===== config.mk =====
export PLATFORM = sky130hd
export DESIGN_NAME = comm_autocal
export DESIGN_NICKNAME = d
export VERILOG_FILES = /design/src/rtl/comm_autocal_pkg.sv /design/src/rtl/comm_autocal_chk.sv /design/src/rtl/comm_autocal.sv
export SDC_FILE = /design/constraint.sdc
export NUM_CORES = 1
export LEC_CHECK = 0
export CAP_MARGIN = 15
export CORE_MARGIN = 5
export CORE_UTILIZATION = 54
export CTS_BUF_LIST = sky130_fd_sc_hd__clkbuf_2
export CTS_CLUSTER_SIZE = 12
export DETAILED_ROUTE_END_ITERATION = 10
export GPL_TIMING_DRIVEN = 1
export HOLD_SLACK_MARGIN = 0.08
export PLACE_DENSITY = 0.83
export REMOVE_ABC_BUFFERS = 1
export SKIP_LAST_GASP = 1
export SLEW_MARGIN = 20
export SYNTH_ARGS = -nofsm -noshare
export SYNTH_HDL_FRONTEND = slang
export SYNTH_HIERARCHICAL = 1
export SYNTH_SLANG_ARGS = --single-unit

===== constraint.sdc =====
create_clock -name CLK -period 2.4 [get_ports CLK]
set_clock_uncertainty 0.05 [all_clocks]
set_input_delay 0.6 -clock CLK [delete_from_list [all_inputs] [get_ports CLK]]
set_output_delay 0.6 -clock CLK [all_outputs]
set_load 0.01 [all_outputs]

===== src/rtl/comm_autocal_pkg.sv =====
// comm_autocal_pkg: shared FSM encoding, PRBS7 constants and a width helper
// for the AD/DA link-training block.
package comm_autocal_pkg;

    typedef enum logic [2:0] {IDLE, SET, MEAS, NEXT, DONE} state_t;

    localparam logic [6:0] PRBS_SEED = 7'h7F;
    localparam logic [6:0] PRBS_TAPS = 7'h60;

    function automatic int clog2(input int v);
        int r = 0;
        while ((1 << r) < v) r++;
        return r;
    endfunction

endpackage


===== src/rtl/comm_autocal_chk.sv =====
// comm_autocal_chk: per-channel MSB compare, saturating error counter and
// best-select tracking across the delay sweep.
module comm_autocal_chk
    import comm_autocal_pkg::*;
#(
    parameter int SELW    = 4,
    parameter int WIN     = 64,
    parameter int ERR_MAX = 0,
    parameter int EW      = clog2(WIN) + 1
) (
    input  logic            CLK,
    input  logic            RST,
    input  logic            rx_bit,
    input  logic            ref_bit,
    input  logic            init,
    input  logic            clr,
    input  logic            meas,
    input  logic            upd,
    input  logic            fin,
    input  logic [SELW-1:0] cur_sel,
    output logic [EW-1:0]   best_err,
    output logic [SELW-1:0] best_sel,
    output logic            locked
);

    logic [EW-1:0]   err_q, err_d, best_err_q, best_err_d;
    logic [SELW-1:0] best_sel_q, best_sel_d;
    logic            locked_q, locked_d;
    logic            better;

    // strict less-than: on equal counts the earlier (lower) select is kept
    always_comb begin
        better     = err_q < best_err_q;
        err_d      = clr ? '0 :
                     (meas && rx_bit != ref_bit && err_q != EW'(WIN)) ? err_q + 1'b1 : err_q;
        best_err_d = init ? '1 : (upd && better) ? err_q : best_err_q;
        best_sel_d = init ? '0 : (upd && better) ? cur_sel : best_sel_q;
        locked_d   = init ? 1'b0 : fin ? (best_err_q <= EW'(ERR_MAX)) : locked_q;
    end

    always_ff @(posedge CLK) begin
        if (RST) begin
            err_q      <= '0;
            best_err_q <= '1;
            best_sel_q <= '0;
            locked_q   <= 1'b0;
        end else begin
            err_q      <= err_d;
            best_err_q <= best_err_d;
            best_sel_q <= best_sel_d;
            locked_q   <= locked_d;
        end
    end

    assign best_err = best_err_q;
    assign best_sel = best_sel_q;
    assign locked   = locked_q;

endmodule


===== src/rtl/comm_autocal.sv =====
// comm_autocal: drives PRBS7 on all DA channels, sweeps the AD delay select,
// keeps the lowest-error select per channel, then passes DA data through.
module comm_autocal
    import comm_autocal_pkg::*;
#(
    parameter int NCH     = 2,
    parameter int DW      = 6,
    parameter int AW      = 8,
    parameter int SELW    = 4,
    parameter int SETTLE  = 24,
    parameter int WIN     = 64,
    parameter int REF_DLY = 4,
    parameter int ERR_MAX = 0,
    localparam int EW     = clog2(WIN) + 1
) (
    input  logic                CLK,
    input  logic                RST,
    input  logic                start,
    input  logic [NCH*DW-1:0]   da_in,
    input  logic                da_valid_in,
    output logic [NCH*DW-1:0]   da_out,
    output logic                da_valid_out,
    output logic                tx_hold,
    input  logic [NCH*AW-1:0]   ad_dl,
    output logic [NCH*SELW-1:0] ad_sel,
    output logic                busy,
    output logic                done,
    output logic [NCH-1:0]      locked,
    output logic [NCH*EW-1:0]   best_err
);

    localparam int CW = clog2((SETTLE > WIN) ? SETTLE : WIN);

    state_t            state_q, state_d;
    logic [CW-1:0]     cnt_q, cnt_d;
    logic [SELW-1:0]   sel_q, sel_d;
    logic [6:0]        lfsr_q, lfsr_d;
    logic [REF_DLY-1:0] ref_q, ref_d;
    logic [NCH*DW-1:0] da_q;
    logic              dv_q;
    logic              train, prbs_bit, ref_bit, init;
    logic [SELW-1:0]   best_sel [NCH];
    logic              unused_ad;

    assign prbs_bit  = lfsr_q[6];
    assign ref_bit   = ref_q[REF_DLY-1];
    assign train     = state_q inside {SET, MEAS, NEXT};
    assign init      = state_q == IDLE && start;
    assign unused_ad = ^ad_dl;

    always_comb begin
        state_d = state_q;
        cnt_d   = cnt_q;
        sel_d   = sel_q;
        lfsr_d  = {lfsr_q[5:0], ^(lfsr_q & PRBS_TAPS)};
        ref_d   = REF_DLY'({ref_q, prbs_bit});
        case (state_q)
            IDLE: if (start) begin
                state_d = SET;
                cnt_d   = '0;
                sel_d   = '0;
            end
            SET: begin
                cnt_d = cnt_q + 1'b1;
                if (cnt_q == CW'(SETTLE - 1)) begin
                    state_d = MEAS;
                    cnt_d   = '0;
                end
            end
            MEAS: begin
                cnt_d = cnt_q + 1'b1;
                if (cnt_q == CW'(WIN - 1)) begin
                    state_d = NEXT;
                    cnt_d   = '0;
                end
            end
            NEXT: begin
                state_d = (sel_q == '1) ? DONE : SET;
                sel_d   = sel_q + 1'b1;
            end
            DONE:    state_d = IDLE;
            default: state_d = IDLE;
        endcase
    end

    always_ff @(posedge CLK) begin
        if (RST) begin
            state_q <= IDLE;
            cnt_q   <= '0;
            sel_q   <= '0;
            lfsr_q  <= PRBS_SEED;
            ref_q   <= '0;
            da_q    <= '0;
            dv_q    <= 1'b0;
        end else begin
            state_q <= state_d;
            cnt_q   <= cnt_d;
            sel_q   <= sel_d;
            lfsr_q  <= lfsr_d;
            ref_q   <= ref_d;
            da_q    <= da_in;
            dv_q    <= da_valid_in;
        end
    end

    // training owns the DA pins; sender data is simply not forwarded
    assign da_out       = train ? {(NCH*DW){prbs_bit}} : da_q;
    assign da_valid_out = train | dv_q;
    assign tx_hold      = train;
    assign busy         = train;
    assign done         = state_q == DONE;

    for (genvar c = 0; c < NCH; c++) begin : g_ch
        comm_autocal_chk #(
            .SELW(SELW), .WIN(WIN), .ERR_MAX(ERR_MAX), .EW(EW)
        ) u_chk (
            .CLK     (CLK),
            .RST     (RST),
            .rx_bit  (ad_dl[c*AW+AW-1]),
            .ref_bit (ref_bit),
            .init    (init),
            .clr     (state_q == SET),
            .meas    (state_q == MEAS),
            .upd     (state_q == NEXT),
            .fin     (state_q == DONE),
            .cur_sel (sel_q),
            .best_err(best_err[c*EW +: EW]),
            .best_sel(best_sel[c]),
            .locked  (locked[c])
        );
        assign ad_sel[c*SELW +: SELW] = train ? sel_q : best_sel[c];
    end

endmodule


After elaboration in Yosys (flattened, before gate mapping)
Index checks and enable logic that the tools add are counted.

operators by class
  reduce and logical (&&, ||, !) cells = 17
  eq/ne operators = 14
  multiplexer cells = 14
  order comparisons = 4
  bitwise logic cells = 1
  add/sub/neg operators = 4

operators with widths
  cell                                                             number
  two-way mux 6 bit                                                3
  one-hot mux 6 bit (3 select lines)                               1
  adder 7 x 1 -> 7 bit (second input constant)                     2
  less-or-equal comparator 7 x 1 -> 1 bit (second input constant)  2
  < comparator 7 bit                                               2
  != test 7 bit (second input constant)                            2
  two-way mux 12 bit                                               1
  two-way mux 3 bit                                                4
  two-way mux 4 bit                                                3
  one-hot mux 3 bit (4 select lines)                               1
  one-hot mux 4 bit (2 select lines)                               1
  logical AND 1 bit                                                7
  parity 7 bit                                                     1
  adder 6 x 1 -> 6 bit (second input constant)                     1
  equality test 3 x 2 -> 1 bit (second input constant)             2
  equality test 6 x 5 -> 1 bit (second input constant)             1
  equality test 6 bit (second input constant)                      1
  != test 2 bit (second input constant)                            3
  nonzero test 3 bit                                               2
  adder 4 x 1 -> 4 bit (second input constant)                     1
  equality test 4 bit (second input constant)                      1
  AND reduction 2 bit                                              2
  OR reduction 2 bit                                               2
  equality test 3 x 1 -> 1 bit (second input constant)             1
  other kinds (6)                                                  7

storage, ports and cells
  input port bits = 32
  register bits after elaboration = 75
  logic and storage cells = 69

Depth between registers and ports, before layout
Gate-level depths: netlist (run 1).

  depth in word-level cells = 3
  gate-level depth with buffers = 8
  gate-level depth less buffers = 6

Hierarchy
The synthesis (run 1) kept the hierarchy.

modules (own cells, without submodules)
  module            area each (um2)  cells an instance  sequential area each (um2)  times used
  comm_autocal_chk  1016.0           117                380.4                       2
  comm_autocal      1634.1           195                740.7                       1

Worst setup path after synthesis (run 1)
OpenSTA, ideal clock, no wires.

  path type = reg-to-output
  from = reg state_q[0]
  to = out da_out[10]
  data required time = 1.750 ns
  data arrival time = 1.365 ns
  setup slack = 0.385 ns
  stages on the path, launching flop included = 8
  path through = dfxtp_1 -> buf_4 -> nor2_1 -> or2_2 -> inv_1 -> nand2_1 -> buf_2 -> nand2_1

between the ends
  longest elaborated chain between the ends = 3
  elaborated cells on any way between the ends = 5
  those cells by class = eq/ne (3); mux (1); reduce/logical (1)

ends and longest elaborated chain
  item                                                                                 RTL line             RTL
  start, declared                                                                      comm_autocal.sv:34   state_t state_q, state_d;
  start signal, assigned                                                               comm_autocal.sv:96   state_q <= state_d;
  equality test 3 x 1 -> 1 bit / equality test 3 x 2 -> 1 bit (equally long branches)  comm_autocal.sv:47   assign train = state_q inside {SET, MEAS, NEXT};
  nonzero test 3 bit (*)                                                               comm_autocal.sv:47
  via busy                                                                             comm_autocal.sv:26   output logic busy,
  two-way mux 12 bit (*)                                                               comm_autocal.sv:107  assign da_out = train ? {(NCH*DW){prbs_bit}} : da_q;
  end, declared                                                                        comm_autocal.sv:21   output logic [NCH*DW-1:0] da_out,

The timed path passes the listed nets; every way through them passes the cells marked *.

Worst setup path after layout (run 1)
  from = reg state_q[0]
  to = out da_out[7]

between the ends
  longest elaborated chain between the ends = 3
  elaborated cells on any way between the ends = 5
  those cells by class = eq/ne (3); mux (1); reduce/logical (1)

ends and longest elaborated chain
  item                                                                                 RTL line
  equality test 3 x 1 -> 1 bit / equality test 3 x 2 -> 1 bit (equally long branches)  comm_autocal.sv:47
  nonzero test 3 bit (*)                                                               comm_autocal.sv:47
  two-way mux 12 bit (*)                                                               comm_autocal.sv:107

Mark *: on every way between the ends. The rest lies on a longest branch, timed or not.

==> qor.txt, run 1 <==
DP Worst Slack -> 0.0249 ns
ratio of cells with drive above 1 in the final layout -> 0.149
1st-pass router iterations -> 4
unrepaired setup endpoints after global routing -> true
Critical-path top delay cell -> dfxtp_2
Sum Neg Setup Slack -> 0 ns
worst hold start -> lfsr_q[2]$_SDFF_PP1_
cell family with most CP delay -> simple AND/OR/NAND/NOR gates
post-layout min period -> 2.29 ns
global-route wire length before repair -> 13.4 mm
Reg2Reg Depth -> 8
port bufs -> 57
Syn Inst Count -> 429
fmax -> 437 MHz
H-tree levels -> 3
die area -> 0.00854 mm^2
critical path, cell by cell -> nor2_2, or2_4, buf_12, nand2_1, nand2_1, clkdlybuf4s15_1
Core Area -> 0.00668 mm^2
Avg WL per Cell -> 13.2 um
gpl congestion -> 0.785
total vias in the final route -> 3069
clock buffer depth -> 2
antenna cells -> 0
Yosys warning count -> 6
Peak VDD IR -> 0.000319 V
Worst Hold End -> lfsr_q[3]$_SDFF_PP1_
Pwr Total -> 2.25 mW
vias in the first global route -> 3084
drt total wl -> 7.62 mm
grt ovf -> 0
root buf cell -> clkbuf_2
TritonCTS clock tree -> yes
All-Layer GR Usage -> 0.190
status -> finished, final reports clean
Placement Rows -> 30
Slew HR -> 0.604
#FFs+latches synth -> 75
startpoint types -> flop
vias per cell -> 5.32
area grow syn2layout -> 20.4%
initial antenna violation count -> 0
largest net degree at the start of global routing -> 39
Worst Path Required -> 1.75 ns
CTS Hold Bufs -> 0
CP Class -> flop to output port
post-DP HPWL -> 5.58 mm
Hold Path Cell Cnt -> 1
initial core utilization -> 0.549
Vert. Die Dim -> 92.4 um
Critical Path Max Stage Delay -> 0.37 ns
Distinct cells, synth -> 49
Post-synth EDFFs -> 0
CTS buffer count -> 9
Worst-Skew Late Latency -> 0.49 ns
Worst Tran Pin Value -> 0.589 ns
final-report setup violation count -> 0
FF-to-FF Start -> state_q[2]$_SDFFE_PP0P_
TritonCTS Sinks -> 75
worst hold path class -> flop to flop
I/O pins -> 72
Pwr Density -> 510 mW/mm^2
Post-route DRC -> 0
dominant synthesized flop cell -> dfxtp_1
sequential-to-total area share from yosys stat -> 0.410
CP endpoint kind -> output port
RR Endpoint -> g_ch[0].u_chk/best_sel[2]$_SDFFE_PP0P_
Die Wd -> 92.4 um
static leakage power -> 1.99 nW
fin. max-slew vios -> 0
max-cap viol count -> 0
asr flop ratio synth -> 0
Buf+Inv Stages, Crit Path -> 2
Crit path arrival time -> 1.64 ns
initial drt markers -> 93
Routed Antenna Nets -> 0
Clock Pin Slew Worst Setup and Hold Paths -> 0.18 ns
Synth Area per Inst -> 8.55 um^2
flop2flop setup slack -> 0.25 ns
Final Hold Viols -> 0
CP max FO -> 21
Final nets -> 543
worst setup margin -> 0.110 ns
Tcrit/Tclk final -> 0.954
mapped cell area -> 0.00367 mm^2
most used cell, CP -> nand2_1
==> worst max path at each step <==
stage / slack (ns) / cells after the start / startpoint / to
after global placement: 0.04 / 6 / state_q[0]$_SDFFE_PP0P_ / da_out[8]
after global routing: -0.02 / 6 / state_q[0]$_SDFFE_PP0P_ / da_out[7]
after detailed placement: 0.02 / 6 / state_q[0]$_SDFFE_PP0P_ / da_out[9]
after CTS: 0.005 / 7 / state_q[0]$_SDFFE_PP0P_ / ad_sel[1]
after floorplan: 0.10 / 5 / state_q[0]$_SDFFE_PP0P_ / da_out[0]
final: 0.11 / 6 / state_q[0]$_SDFFE_PP0P_ / da_out[7]
==> placed cells by master (no fill, tap or decap), drive strengths merged, types with 7 or more instances in the layout <==
cell type       n
nor3           11
inv            24
o21ai           7
nor2           50
a21oi          14
nand2          72
clkbuf         22
mux2i          25
clkdlybuf4s50  33
nor2b          22
xnor2           9
or2            13
ha             18
buf            21
dfxtp          75
nand3           7
==> what timing repair did <==
item                       4_1_cts  5_1_grt
setup endpoints to repair       24       21
setup buffers                    0        1
resized for setup               51       31
hold endpoints to repair         0        0
pin swaps                        0        1
==> flip-flops by register name, indices dropped and copies added, names as in the netlist <==
register and flops:
da_q 12, g_ch.u_chk/best_err 14, g_ch.u_chk/best_sel 8, g_ch.u_chk/err_q 14
sel_q 4, g_ch.u_chk/locked 2, dv_q 1, ref_q 4
lfsr_q 7, cnt_q 6, state_q 3
==> power breakdown <==
part | switching, mW | internal (mW)
combinational | 0.113 | 0.0979
clock | 0.423 | 0.343
sequential | 0.00770 | 1.27
==> area by class of cell <==
class	count	area, um^2
fillers	574	2270
multi-input cells	313	1990
flip-flops and latches	75	1500
repair buffers	71	602
well taps	80	100
inverters	23	88.8
clock inverters	5	77.6
clock buffers	10	50.0
==> cell families after synthesis <==
| logic type | share of synthesized area |
|---|---|
| compound gates | 0.0840 |
| xor+xnor | 0.0358 |
| fa+ha+maj | 0.0614 |
| buf+inv | 0.0505 |
| flops | 0.410 |
| mux | 0.0744 |
| simple gates | 0.284 |
==> cells in the mapped netlist, drive strengths merged, types with 9 or more instances <==
cell    number  area [um^2]
a21oi       14         70.1
nor2b       22          138
nor3        11         60.1
xnor2        9         78.8
ha          18          225
dfxtp       75         1500
nand2       72          270
inv         23         86.3
clkbuf      11         41.3
nor2        50          188
mux2i       25          250
or2         13         81.3
==> routing by layer <==
metal / GRT usage / share of wire / vias up / wire length (um)
met5: 0 / 0 / - / 0
met4: 0.0668 / 0.017 / 0 / 128
met3: 0.0479 / 0.045 / 12 / 345
met2: 0.328 / 0.49 / 72 / 3740
met1: 0.228 / 0.45 / 1415 / 3400
li1: - / - / 1570 / -
==> per-stage QoR <==
| stage | hold WS (ns) | util | cell area [um^2] | std cells |
|---|---|---|---|---|
| final | 0.393 | 0.661 | 4410 | 577 |
| after CTS | 0.393 | 0.672 | 4490 | 576 |
| after floorplan | 0.339 | - | 3570 | 411 |
| after global placement | 0.347 | 0.651 | 4350 | 561 |
| after global routing | 0.384 | 0.661 | 4410 | 577 |
| after detailed placement | 0.346 | 0.651 | 4350 | 561 |
==> worst reg2reg max path, stage by stage, from the launching register on <==
cell	delay, ns
dfxtp_1	0.35
buf_4	0.17
nand3b_1	0.24
inv_1	0.27
nand2b_1	0.10
a221o_1	0.28
a31oi_2	0.24
buf_4	0.24
mux2i_1	0.20
Power figures use the tool's default switching activity.
==> run 2, diff against run 1 <==
SKIP_LAST_GASP = default   (was 1)
==> run 2 against run 1 <==
  * Cell count stayed put
  * Via count up 0.20%
  * Clock power about the same
  * Core utilization down 0.075 points
  * Register-to-register slack about the same
  * Sequential share of layout area barely moved
  * Sequential power is essentially flat
  * Critical path depth increased by 1
==> qor.txt, run 2 (synthesis gave the netlist of run 1 again) <==
status -> finished, final reports clean
initial core utilization -> 0.549 (unchanged)
area grow syn2layout -> 20.3%
Buf+Inv Stages, Crit Path -> 3 (+1)
startpoint types -> flop
storage element area -> 0.00150 mm^2 (unchanged)
CP max FO -> 4 (-81%)
CTS Hold Bufs -> 0 (unchanged)
TritonCTS Sinks -> 75 (unchanged)
Tcrit/Tclk final -> 0.945 (-0.00943)
initial drt markers -> 93 (unchanged)
Hold WS -> 0.393 ns (+0.00000100 ns)
root buf cell -> clkbuf_2
final-report setup violation count -> 0 (unchanged)
max-cap viol count -> 0 (unchanged)
Die Wd -> 92.4 um (unchanged)
1st-pass router iterations -> 4 (unchanged)
global-route wire length before repair -> 13.4 mm (unchanged)
Avg WL per Cell -> 13.2 um (-0.26%)
Final nets -> 543 (unchanged)
Crit path arrival time -> 1.62 ns (-0.02 ns)
die area -> 0.00854 mm^2 (unchanged)
I/O pins -> 72 (unchanged)
Worst Tran Pin Value -> 0.589 ns (+0.000000477 ns)
Post-route DRC -> 0 (unchanged)
initial antenna violation count -> 0 (unchanged)
largest net degree at the start of global routing -> 39 (unchanged)
area occupied by multi-input gates -> 0.00199 mm^2 (unchanged)
All-Layer GR Usage -> 0.190 (unchanged)
fmax -> 441 MHz (+1.0%)
worst setup margin -> 0.132 ns (+0.0226 ns)
TritonCTS clock tree -> yes
post-layout min period -> 2.27 ns (-0.0226 ns)
port bufs -> 57 (unchanged)
CP Class -> flop to output port
Routed Antenna Nets -> 0 (unchanged)
fin. max-slew vios -> 0 (unchanged)
antenna cells -> 0 (unchanged)
Placement Rows -> 30 (unchanged)
unrepaired setup endpoints after global routing -> false
DP Worst Slack -> 0.0249 ns (unchanged)
total vias in the final route -> 3075 (+0.20%)
Fill cells -> 575 (+0.17%)
Slew HR -> 0.604 (about the same)
H-tree levels -> 3 (unchanged)
cell family with most CP delay -> simple AND/OR/NAND/NOR gates
gpl congestion -> 0.785 (unchanged)
static leakage power -> 1.99 nW (about the same)
CTS buffer count -> 9 (unchanged)
Core Area -> 0.00668 mm^2 (unchanged)
most used cell, CP -> nand2_1
Critical-path top delay cell -> dfxtp_2
drt total wl -> 7.60 mm (-0.26%)
CP endpoint kind -> output port
critical path, cell by cell -> nor2_2, or2_4, inv_4, buf_4, nand2_1, nand2_1, buf_2
Peak VDD IR -> 0.000319 V (about the same)
vias per cell -> 5.33 (+0.20%)
most common cell after layout, fill and taps aside -> dfxtp_1
Worst-Skew Late Latency -> 0.49 ns (about the same)
Critical Path Max Stage Delay -> 0.37 ns (about the same)
worst hold path class -> flop to flop
Final Hold Viols -> 0 (unchanged)
grt ovf -> 0 (unchanged)
Worst Path Required -> 1.75 ns (about the same)
ratio of cells with drive above 1 in the final layout -> 0.151 (+0.00201)
vias in the first global route -> 3084 (unchanged)
Clock Pin Slew Worst Setup and Hold Paths -> 0.18 ns (about the same)
Vert. Die Dim -> 92.4 um (unchanged)
clock buffer depth -> 2 (unchanged)
most frequent cells in the layout -> dfxtp_1 (73), nand2_1 (71), nor2_1 (49)
Sum Neg Setup Slack -> 0 ns (unchanged)
Pwr Density -> 511 mW/mm^2 (about the same)
post-DP HPWL -> 5.58 mm (unchanged)
==> run 2: final timing paths <==
| kind | from | end | slack [ns] | cells past startpoint |
|---|---|---|---|---|
| min reg2reg | lfsr_q[2]$_SDFF_PP1_ | lfsr_q[3]$_SDFF_PP1_ | 0.39 | 1 |
| max reg2reg | state_q[2]$_SDFFE_PP0P_ | g_ch[0].u_chk/best_sel[2]$_SDFFE_PP0P_ | 0.25 | 8 |
| min | lfsr_q[2]$_SDFF_PP1_ | lfsr_q[3]$_SDFF_PP1_ | 0.39 | 1 |
| max | state_q[0]$_SDFFE_PP0P_ | ad_sel[4] | 0.13 | 7 |
==> run 2: final cells by class <==
type                            count  area share
Timing Repair Buffer               71       0.135
Sequential cell                    75       0.341
Clock buffer                       10      0.0114
Multi-Input combinational cell    313       0.452
Inverter                           23      0.0201
Tap cell                           80      0.0227
Clock inverter                      5      0.0176
==> run 2: where the power goes <==
| group | internal [mW] | total (mW) | switching, mW |
|---|---|---|---|
| logic | 0.0971 | 0.210 | 0.113 |
| clock network | 0.343 | 0.764 | 0.421 |
| registers | 1.27 | 1.28 | 0.00770 |
| total | 1.71 | 2.25 | 0.542 |
==> run 2: timing repair <==
action / 4_1_cts / 5_1_grt
gates resized for setup: 51 / 32
pin swaps: 0 / 1
setup endpoints to repair: 24 / 21
cloned: 0 / 0
setup buffers: 0 / 1
==> run 2: stage by stage <==
| stage | power (mW) | instances | instance area (um^2) | util |
|---|---|---|---|---|
| 3_3_place_gp | 1.52 | 561 | 4350 | 0.651 |
| 5_1_grt | 2.36 | 577 | 4410 | 0.660 |
| 3_5_place_dp | 1.52 | 561 | 4350 | 0.651 |
| 6_report | 2.25 | 577 | 4410 | 0.660 |
| 2_1_floorplan | 1.41 | 411 | 3570 | - |
| 4_1_cts | 2.27 | 576 | 4490 | 0.672 |
==> run 2: metal layers <==
metal	global-route usage	up-vias	wire (um)
met5	0	-	0
met4	0.0668	0	131
met3	0.0479	12	348
met2	0.328	72	3740
met1	0.228	1420	3370
li1	-	1571	-
==> run 3, diff against run 2 <==
SKIP_CTS_REPAIR_TIMING = 1   (was default)
==> run 3 against run 2 <==
  * Sequential cell count did not move
  * Global-route usage fell by 0.21 points
  * Critical path type unchanged
  * Via count hardly changed
==> qor.txt, run 3 (synthesis gave the netlist of run 1 again) <==
port bufs -> 57 (unchanged)
Final Hold Viols -> 0 (unchanged)
Clock Pin Slew Worst Setup and Hold Paths -> 0.18 ns (about the same)
post-layout min period -> 2.29 ns (+0.0233 ns)
register share of total power -> 0.568 (about the same)
Die Wd -> 92.4 um (unchanged)
Worst-Skew Late Latency -> 0.49 ns (about the same)
sw power -> 0.537 mW (-0.89%)
All-Layer GR Usage -> 0.188 (-0.00206)
part of the power in combinational logic -> 0.095 (+0.002)
vias in the first global route -> 3063 (-0.68%)
worst hold path class -> flop to flop
TritonCTS clock tree -> yes
area grow syn2layout -> 22.1%
startpoint types -> flop
max-cap viol count -> 0 (unchanged)
Critical Path Max Stage Delay -> 0.37 ns (about the same)
most common cell after layout, fill and taps aside -> dfxtp_1
clock share of power -> 0.338 (-0.002)
Routed Antenna Nets -> 0 (unchanged)
I/O pins -> 72 (unchanged)
global-route wire length before repair -> 13.3 mm (-0.73%)
clock buffer depth -> 2 (unchanged)
grt ovf -> 0 (unchanged)
1st-pass router iterations -> 4 (unchanged)
cell family with most CP delay -> simple AND/OR/NAND/NOR gates
CTS buffer count -> 9 (unchanged)
initial antenna violation count -> 0 (unchanged)
Worst Tran Pin Value -> 0.589 ns (+0.000185 ns)
CP endpoint kind -> output port
Buf+Inv Stages, Crit Path -> 3 (unchanged)
Avg WL per Cell -> 13.2 um (about the same)
CP Class -> flop to output port
fmax -> 436 MHz (-1.0%)
Placement Rows -> 30 (unchanged)
most frequent cells in the layout -> dfxtp_1 (73), nand2_1 (71), nor2_1 (49)
critical path, cell by cell -> nor2_2, or2_4, inv_4, buf_4, nand2_8, nand2_1, dlymetal6s2s_1
total vias in the final route -> 3073 (-0.065%)
H-tree levels -> 3 (unchanged)
unrepaired setup endpoints after global routing -> true
placed inst area -> 0.00435 mm^2 (unchanged)
Pwr Density -> 503 mW/mm^2 (-1.5%)
Final nets -> 543 (unchanged)
Critical-path top delay cell -> dfxtp_2
post-DP HPWL -> 5.58 mm (unchanged)
total internal power -> 1.71 mW (+0.22%)
Core Area -> 0.00668 mm^2 (unchanged)
final-report setup violation count -> 0 (unchanged)
Worst Path Required -> 1.75 ns (about the same)
die area -> 0.00854 mm^2 (unchanged)
Crit path arrival time -> 1.64 ns (+0.02 ns)
vias per cell -> 5.33 (about the same)
Sw Ratio -> 0.239 (-0.00203)
static leakage power -> 2.11 nW (+5.9%)
status -> finished, final reports clean
initial drt markers -> 83 (-11%)
Vert. Die Dim -> 92.4 um (unchanged)
drt total wl -> 7.59 mm (about the same)
flop2flop setup slack -> 0.25 ns (about the same)
CP max FO -> 12 (+8)
fin. max-slew vios -> 0 (unchanged)
largest net degree at the start of global routing -> 39 (unchanged)
TritonCTS Sinks -> 75 (unchanged)
Post-route DRC -> 0 (unchanged)
initial core utilization -> 0.549 (unchanged)
Hold WS -> 0.394 ns (+0.000925 ns)
antenna cells -> 0 (unchanged)
Finished Cell Area -> 0.00448 mm^2 (+1.5%)
ratio of cells with drive above 1 in the final layout -> 0.141 (-0.0101)
Slew HR -> 0.604 (about the same)
Peak VDD IR -> 0.000307 V (-3.7%)
Tcrit/Tclk final -> 0.955 (+0.00970)
gpl congestion -> 0.785 (unchanged)
root buf cell -> clkbuf_2
## run 3: worst paths after layout
path,start,endpoint,depth (start not counted)
worst max-delay path,state_q[0]$_SDFFE_PP0P_,da_out[9],7
worst min-delay path,lfsr_q[2]$_SDFF_PP1_,lfsr_q[3]$_SDFF_PP1_,1
worst max register to register,state_q[2]$_SDFFE_PP0P_,g_ch[0].u_chk/best_sel[2]$_SDFFE_PP0P_,8
worst min register to register,lfsr_q[2]$_SDFF_PP1_,lfsr_q[3]$_SDFF_PP1_,1
## run 3: area by class of cell
cell class	count	area [um^2]
Sequential cell	75	1500
Inverter	23	88.8
Tap cell	80	100
Fill cell	555	2210
Timing Repair Buffer	71	654
Clock inverter	5	77.6
Multi-Input combinational cell	313	2000
Clock buffer	10	50.0
## run 3: routing by layer
| layer | vias up | global-route usage | share of wire |
|---|---|---|---|
| li1 | 1568 | - | - |
| met1 | 1433 | 0.226 | 0.43 |
| met2 | 64 | 0.327 | 0.51 |
| met3 | 8 | 0.0422 | 0.045 |
| met4 | 0 | 0.0668 | 0.010 |
| met5 | - | 0 | 0 |
## run 3: power groups by stage
stage / sequential, mW / combinational, mW / clock, mW
after global routing: 1.28 / 0.239 / 0.844
after detailed placement: 1.30 / 0.222 / 0
final: 1.28 / 0.214 / 0.759
after floorplan: 1.30 / 0.105 / 0
after global placement: 1.30 / 0.219 / 0
after CTS: 1.28 / 0.224 / 0.780
## run 3: metrics by stage
stage / worst slack (ns) / cells / utilization / power, mW / TNS (ns)
6_report: 0.109 / 577 / 0.670 / 2.25 / 0
5_1_grt: -0.0309 / 577 / 0.670 / 2.36 / -0.0323
4_1_cts: -0.558 / 576 / 0.670 / 2.28 / -10.52
3_5_place_dp: 0.0249 / 561 / 0.651 / 1.52 / 0
3_3_place_gp: 0.0365 / 561 / 0.651 / 1.52 / 0
2_1_floorplan: 0.103 / 411 / - / 1.41 / 0
